**src/rtl/boot_copy_ctrl.sv**
```systemverilog
// Boot sequencer: holds the core out of fetch, optionally copies a fixed-size image
// BOOTROM -> IMEM with single-beat AXI transfers, then releases the core.
package boot_copy_pkg;

  typedef struct packed {
    logic [7:0]  awid;
    logic [31:0] awaddr;
    logic [7:0]  awlen;
    logic [2:0]  awsize;
    logic [1:0]  awburst;
    logic        awlock;
    logic [3:0]  awcache;
    logic [2:0]  awprot;
    logic [3:0]  awqos;
    logic [3:0]  awregion;
    logic        awuser;
    logic        awvalid;
    logic [31:0] wdata;
    logic [3:0]  wstrb;
    logic        wlast;
    logic        wuser;
    logic        wvalid;
    logic        bready;
    logic [7:0]  arid;
    logic [31:0] araddr;
    logic [7:0]  arlen;
    logic [2:0]  arsize;
    logic [1:0]  arburst;
    logic        arlock;
    logic [3:0]  arcache;
    logic [2:0]  arprot;
    logic [3:0]  arqos;
    logic [3:0]  arregion;
    logic        aruser;
    logic        arvalid;
    logic        rready;
  } s_axi_mosi_t;

  typedef struct packed {
    logic        awready;
    logic        wready;
    logic [1:0]  bresp;
    logic        bvalid;
    logic        arready;
    logic [31:0] rdata;
    logic [1:0]  rresp;
    logic        rvalid;
  } s_axi_miso_t;

  localparam logic [1:0] AXI_RESP_OKAY  = 2'b00;
  localparam logic [1:0] AXI_BURST_INCR = 2'b01;
  localparam logic [2:0] AXI_SIZE_WORD  = 3'd2;

endpackage

module boot_copy_ctrl
  import boot_copy_pkg::*;
#(
  parameter logic [31:0] SRC_ADDR   = 32'h0000_0000,
  parameter logic [31:0] DST_ADDR   = 32'hA000_0000,
  parameter int unsigned COPY_WORDS = 1024
) (
  input  logic        clk,
  input  logic        rst,
  input  logic        clk_locked_i,
  input  logic        copy_en_i,
  output s_axi_mosi_t axi_mosi_o,
  input  s_axi_miso_t axi_miso_i,
  output logic        start_fetch_o,
  output logic [31:0] start_addr_o,
  output logic        busy_o,
  output logic        done_o,
  output logic        err_o,
  output logic [31:0] checksum_o
);

  localparam int CNT_W = $clog2(COPY_WORDS + 1);

  typedef enum logic [2:0] {
    IDLE, RD_ADDR, RD_DATA, WR_REQ, WR_RESP, RUN, ERR
  } state_e;

  state_e           state_q;
  logic [CNT_W-1:0] cnt_q;
  logic [31:0]      buf_q;
  logic [31:0]      checksum_q;
  logic [31:0]      start_addr_q;
  logic             start_fetch_q, done_q, err_q, busy_q;
  logic             arvalid_q, rready_q, awvalid_q, wvalid_q, bready_q;

  logic [31:0]      byte_off;
  logic             aw_ok, w_ok, last_word;

  assign byte_off  = {{(30-CNT_W){1'b0}}, cnt_q, 2'b00};
  // A channel is finished once its valid has dropped or its handshake is happening now.
  assign aw_ok     = !awvalid_q || axi_miso_i.awready;
  assign w_ok      = !wvalid_q  || axi_miso_i.wready;
  assign last_word = (cnt_q + CNT_W'(1)) == CNT_W'(COPY_WORDS);

  // NOTE: sequential state uses non-blocking assignments only, so every register
  // in this block samples pre-edge values regardless of statement order.
  always_ff @(posedge clk or negedge rst) begin
    if (!rst) begin
      state_q       <= IDLE;
      cnt_q         <= '0;
      buf_q         <= '0;
      checksum_q    <= '0;
      start_addr_q  <= SRC_ADDR;
      start_fetch_q <= 1'b0;
      done_q        <= 1'b0;
      err_q         <= 1'b0;
      busy_q        <= 1'b0;
      arvalid_q     <= 1'b0;
      rready_q      <= 1'b0;
      awvalid_q     <= 1'b0;
      wvalid_q      <= 1'b0;
      bready_q      <= 1'b0;
    end else begin
      case (state_q)
        IDLE: begin
          if (clk_locked_i) begin
            if (copy_en_i) begin
              cnt_q      <= '0;
              checksum_q <= '0;
              arvalid_q  <= 1'b1;
              busy_q     <= 1'b1;
              state_q    <= RD_ADDR;
            end else begin
              start_addr_q  <= SRC_ADDR;
              start_fetch_q <= 1'b1;
              done_q        <= 1'b1;
              state_q       <= RUN;
            end
          end
        end
        RD_ADDR: begin
          if (axi_miso_i.arready) begin
            arvalid_q <= 1'b0;
            rready_q  <= 1'b1;
            state_q   <= RD_DATA;
          end
        end
        RD_DATA: begin
          if (axi_miso_i.rvalid) begin
            rready_q <= 1'b0;
            if (axi_miso_i.rresp != AXI_RESP_OKAY) begin
              err_q   <= 1'b1;
              busy_q  <= 1'b0;
              state_q <= ERR;
            end else begin
              buf_q     <= axi_miso_i.rdata;
              awvalid_q <= 1'b1;
              wvalid_q  <= 1'b1;
              state_q   <= WR_REQ;
            end
          end
        end
        WR_REQ: begin
          if (axi_miso_i.awready) awvalid_q <= 1'b0;
          if (axi_miso_i.wready)  wvalid_q  <= 1'b0;
          if (aw_ok && w_ok) begin
            bready_q <= 1'b1;
            state_q  <= WR_RESP;
          end
        end
        WR_RESP: begin
          if (axi_miso_i.bvalid) begin
            bready_q <= 1'b0;
            if (axi_miso_i.bresp != AXI_RESP_OKAY) begin
              err_q   <= 1'b1;
              busy_q  <= 1'b0;
              state_q <= ERR;
            end else begin
              checksum_q <= checksum_q ^ buf_q;
              cnt_q      <= cnt_q + CNT_W'(1);
              if (last_word) begin
                start_addr_q  <= DST_ADDR;
                start_fetch_q <= 1'b1;
                done_q        <= 1'b1;
                busy_q        <= 1'b0;
                state_q       <= RUN;
              end else begin
                arvalid_q <= 1'b1;
                state_q   <= RD_ADDR;
              end
            end
          end
        end
        RUN, ERR: state_q <= state_q;
        default:  state_q <= IDLE;
      endcase
    end
  end

  // NOTE: the blanket '0 default first means every field is assigned on every
  // pass, so no latch can be inferred and all unused AXI fields are tied off.
  always_comb begin
    axi_mosi_o         = '0;
    axi_mosi_o.araddr  = SRC_ADDR + byte_off;
    axi_mosi_o.arsize  = AXI_SIZE_WORD;
    axi_mosi_o.arburst = AXI_BURST_INCR;
    axi_mosi_o.arvalid = arvalid_q;
    axi_mosi_o.rready  = rready_q;
    axi_mosi_o.awaddr  = DST_ADDR + byte_off;
    axi_mosi_o.awsize  = AXI_SIZE_WORD;
    axi_mosi_o.awburst = AXI_BURST_INCR;
    axi_mosi_o.awvalid = awvalid_q;
    axi_mosi_o.wdata   = buf_q;
    axi_mosi_o.wstrb   = 4'hF;
    axi_mosi_o.wlast   = 1'b1;
    axi_mosi_o.wvalid  = wvalid_q;
    axi_mosi_o.bready  = bready_q;
  end

  assign start_fetch_o = start_fetch_q;
  assign start_addr_o  = start_addr_q;
  assign busy_o        = busy_q;
  assign done_o        = done_q;
  assign err_o         = err_q;
  assign checksum_o    = checksum_q;

endmodule

```
**config.mk**
```make
export PLATFORM = sky130hd
export DESIGN_NAME = boot_copy_ctrl
export DESIGN_NICKNAME = d
export VERILOG_FILES = /design/src/rtl/boot_copy_ctrl.sv
export SDC_FILE = /design/constraint.sdc
export NUM_CORES = 1
export LEC_CHECK = 0
export BUFFER_PORTS_ARGS = -buffer_cell sky130_fd_sc_hd__buf_2
export CAP_MARGIN = 30
export CELL_PAD_IN_SITES_DETAIL_PLACEMENT = 0
export CELL_PAD_IN_SITES_GLOBAL_PLACEMENT = 1
export CORE_ASPECT_RATIO = 2
export CORE_MARGIN = 2
export CORE_UTILIZATION = 35
export CTS_BUF_LIST = sky130_fd_sc_hd__clkbuf_4
export DETAILED_ROUTE_END_ITERATION = 10
export GPL_TIMING_DRIVEN = 0
export PLACE_DENSITY_LB_ADDON = 0.2
export SYNTH_ARGS = -nofsm -noshare
export SYNTH_HDL_FRONTEND = slang
export SYNTH_SLANG_ARGS = --single-unit
```
**constraint.sdc**
```tcl
create_clock -name clk -period 3.6 [get_ports clk]
set_input_delay 0.72 -clock clk [delete_from_list [all_inputs] [get_ports clk]]
set_output_delay 0.72 -clock clk [all_outputs]
set_load 0.03 [all_outputs]
```
==> out/qor.yml <==
floorplan:
  design.die.area_mm2: 0.0160
  die_height_um: 177
  die_w_um: 90.4
  num_rows: 63
  initial_standard_cell_utilization_of_the_core_pct: 35.5
  num_io_pins: 296
  fp.coreArea_mm2: 0.0147
layout:
  design_area_mm2: 0.00690
  layout_common_cells: "sky130_fd_sc_hd__buf_4, sky130_fd_sc_hd__conb_1, sky130_fd_sc_hd__buf_2"
  synthToLayoutAreaGrowth_pct: 32.0
  nets: 900
  layout.cells.most_common: "sky130_fd_sc_hd__buf_4"
  share_of_cells_above_drive_strength_1_pct: 39.6
sta:
  setup-violations-final: 0
  fmax_mhz: 417
  min_period_ns: 2.40
  layout_worst_path_cycle_share_pct: 66.6
  final_hold_violating_endpoints: 0
  final.setup.tns_ns: 0
  least_margin_pin_slew_ns: 0.643
  maxSlewHeadroom_pct: 56.7
  postLayoutSetupSlackWorst_ns: 1.20
  finalMaxSlewViolations: 0
  rsz0062_at_grt: "false"
  skew_ns: 0.0112
drt:
  vias: 4251
  remaining_antenna_violation_count: 0
  detail_route.wirelength_um: 12800
  drt_first_pass_iters: 4
  initialDrtViolationCount: 96
  drc_errors: 0
  post_dr_wirelength_cell_um: 12.1
  vias_per_cell: 4.03
setup_path:
  timing_worst_setup_path_type: "register to register"
  crit_fanout: 7
  end_kind: "register"
  critical_path.startpoint: "cnt_q[0]$_DFFE_PN0P_"
  setup.worst_path.start_class: "register"
  critPathRequiredTime_ns: 3.95
  timing.rr.start: "cnt_q[0]$_DFFE_PN0P_"
  endpoint_arrival_time_on_the_critical_path_ns: 2.75
  setup_slack_on_the_worst_flop_to_flop_path_ns: 1.20
power_and_ir_drop:
  irDropWorstVdd_mv: 0.229
  power.density_mw_per_mm2: 698
  power.static_leakage_nw: 3.99
global_route:
  grt-ovfl-total: 0
  grt_use_total_pct: 15.4
  grt_antenna_before_repair: 1
  grt_max_degree: 52
  via_count_of_the_first_global_routing_pass: 3963
  global_route_wire_length_before_repair_um: 19500
synthesis:
  synth_warnings: 0
  synthMuxAreaShare_pct: 7.28
  synth_cell_area_mm2: 0.00523
  yosys_register_bits: 87
  synth_top_flop_cell: "sky130_fd_sc_hd__dfrtp_1"
  synth.distinct_cells: 44
  synth_seq_area_share_pct: 41.7
  synth_fa_ha_area_share_pct: 0.239
  syn_area_per_cell_um2: 9.52
  syn_inst: 549
  main_combinational_cell_family_by_area_after_synthesis: "buffers and inverters"
  synth_simple_gate_area_share_pct: 11.3
  synth_edf_count: 0
  post_synth_xor_xnor_area_pct: 5.87
  synth_area_in_compound_gates_pct: 6.73
  synth-async-reset-ratio_pct: 100
clocking:
  path_clk_slew_ns: 0.13
  ctsHoldBuffers: 0
  sink_count_of_the_clock_tree: 87
  clock_latency_ns: 0.45
  number_of_h_tree_levels: 3
  cts-root-buf: "sky130_fd_sc_hd__clkbuf_4"
  cts-buffers-inserted: 9
  post_cts_buffers: 0
  cts_repair_resize_count: 0
  cts_buffer_depth: 2
  cts_tree: "done"
placed_design:
  dpl-instance-area_mm2: 0.00678
  detailedPlace.worstSlack_ns: 1.05
  place.port_buffers: 141
  gp_congestion: 0.857
  place_hpwl_um: 10500
run:
  max_cap_viols: 0
min_path:
  worst_min_path_class: "primary input to async pin"
outcome:
  run_status: "finished clean"
## stage by stage
| stage | instances | hold slack [ns] | utilization (%) | power (mW) |
|---|---|---|---|---|
| 6_report | 1055 | 0.234 | 46.8 | 4.81 |
| 5_1_grt | 1055 | 0.208 | 46.8 | 5.12 |
| 4_1_cts | 1054 | 0.209 | 46.8 | 4.87 |
| 3_5_place_dp | 1038 | 0.468 | 46.0 | 4.36 |
| 3_3_place_gp | 1037 | 0.452 | 45.8 | 4.32 |
| 2_1_floorplan | 701 | 0.424 | - | 3.60 |
## synthesized netlist by cell type (2+ instances only)
cell,n,area [µm²]
sky130_fd_sc_hd__buf_4,172,1290
sky130_fd_sc_hd__dfrtp_1,87,2180
sky130_fd_sc_hd__nand2_1,52,195
sky130_fd_sc_hd__nor2_1,52,195
sky130_fd_sc_hd__xor2_1,34,298
sky130_fd_sc_hd__mux2_1,32,360
sky130_fd_sc_hd__a21oi_1,14,70.1
sky130_fd_sc_hd__o21ai_1,12,60.1
sky130_fd_sc_hd__o21ai_0,11,55.1
sky130_fd_sc_hd__clkbuf_1,10,37.5
sky130_fd_sc_hd__buf_2,9,45.0
sky130_fd_sc_hd__inv_1,7,26.3
sky130_fd_sc_hd__nand3_1,7,35.0
sky130_fd_sc_hd__nand4_1,5,31.3
sky130_fd_sc_hd__nand2b_1,4,25.0
sky130_fd_sc_hd__o22ai_1,3,18.8
sky130_fd_sc_hd__a22o_1,2,17.5
sky130_fd_sc_hd__a32oi_1,2,17.5
sky130_fd_sc_hd__and3_1,2,12.5
sky130_fd_sc_hd__conb_1,2,7.51
sky130_fd_sc_hd__mux2i_1,2,20.0
sky130_fd_sc_hd__nor2b_1,2,12.5
sky130_fd_sc_hd__o21a_1,2,15.0
sky130_fd_sc_hd__o22a_1,2,17.5
sky130_fd_sc_hd__o31ai_1,2,15.0
sky130_fd_sc_hd__or4_1,2,15.0
## path summary, 6_finish.rpt
| path | to | cells after the start |
|---|---|---|
| max in group asynchronous | checksum_o[8]$_DFFE_PN0P_ | 2 |
| worst min register to register | err_o$_DFFE_PN0P_ | 1 |
| min in group clk | buf_q[19]$_DFFE_PN0P_ | 2 |
| worst max-delay path | arvalid_q$_DFFE_PN0P_ | 6 |
| worst max register to register | arvalid_q$_DFFE_PN0P_ | 6 |
| worst min-delay path | state_q[2]$_DFFE_PN0P_ | 1 |
## area by class of cell
class | count | area, µm²
inverter | 7 | 26.3
tap | 195 | 244
timing repair buffer | 142 | 736
clock buffer | 9 | 67.6
fill | 1468 | 7840
sequential | 87 | 2180
antenna | 1 | 2.50
buffer | 191 | 1370
multi-input combinational | 416 | 2220
clock inverter | 7 | 50.0
## layer usage
| metal | track usage [%] | vias to the layer above | routed length (µm) |
|---|---|---|---|
| met3 | 3.75 | 19 | 914 |
| met2 | 31.0 | 208 | 7160 |
| li1 | - | 2073 | - |
| met1 | 14.4 | 1951 | 4450 |
| met5 | 0 | - | 0 |
| met4 | 6.54 | 0 | 283 |
## report_power, final
part	internal, mW	total [mW]	switching, mW
registers	1.39	1.74	0.342
logic	0.842	2.58	1.74
clock network	0.142	0.493	0.351
total	2.38	4.81	2.43
## cell families after synthesis
| logic type | Yosys count |
|---|---|
| AOI/OAI and AO/OA | 57 |
| xor gates and xnor gates | 35 |
| adders and majority gates | 1 |
| buffers and inverters | 198 |
| DFF | 87 |
| muxes | 34 |
| other | 2 |
| and+or+nand+nor | 135 |
## flip-flops by register name, summed over array words and instances (netlist names)
signal and count:
done_o 1, checksum_o 32, buf_q 32, arvalid_q 1, cnt_q 11, busy_o 1, start_addr_o 1, wvalid_q 1
bready_q 1, err_o 1, rready_q 1, state_q 3, awvalid_q 1
## worst max-delay path: stages (launching register included)
cell,delay [ns]
sky130_fd_sc_hd__dfrtp_1,0.48
sky130_fd_sc_hd__ha_1,0.30
sky130_fd_sc_hd__a211o_1,0.27
sky130_fd_sc_hd__a2111oi_0,0.41
sky130_fd_sc_hd__o221a_1,0.35
sky130_fd_sc_hd__nand4_1,0.20
sky130_fd_sc_hd__a22o_1,0.29
No activity file was read; power rests on OpenSTA's default activity.
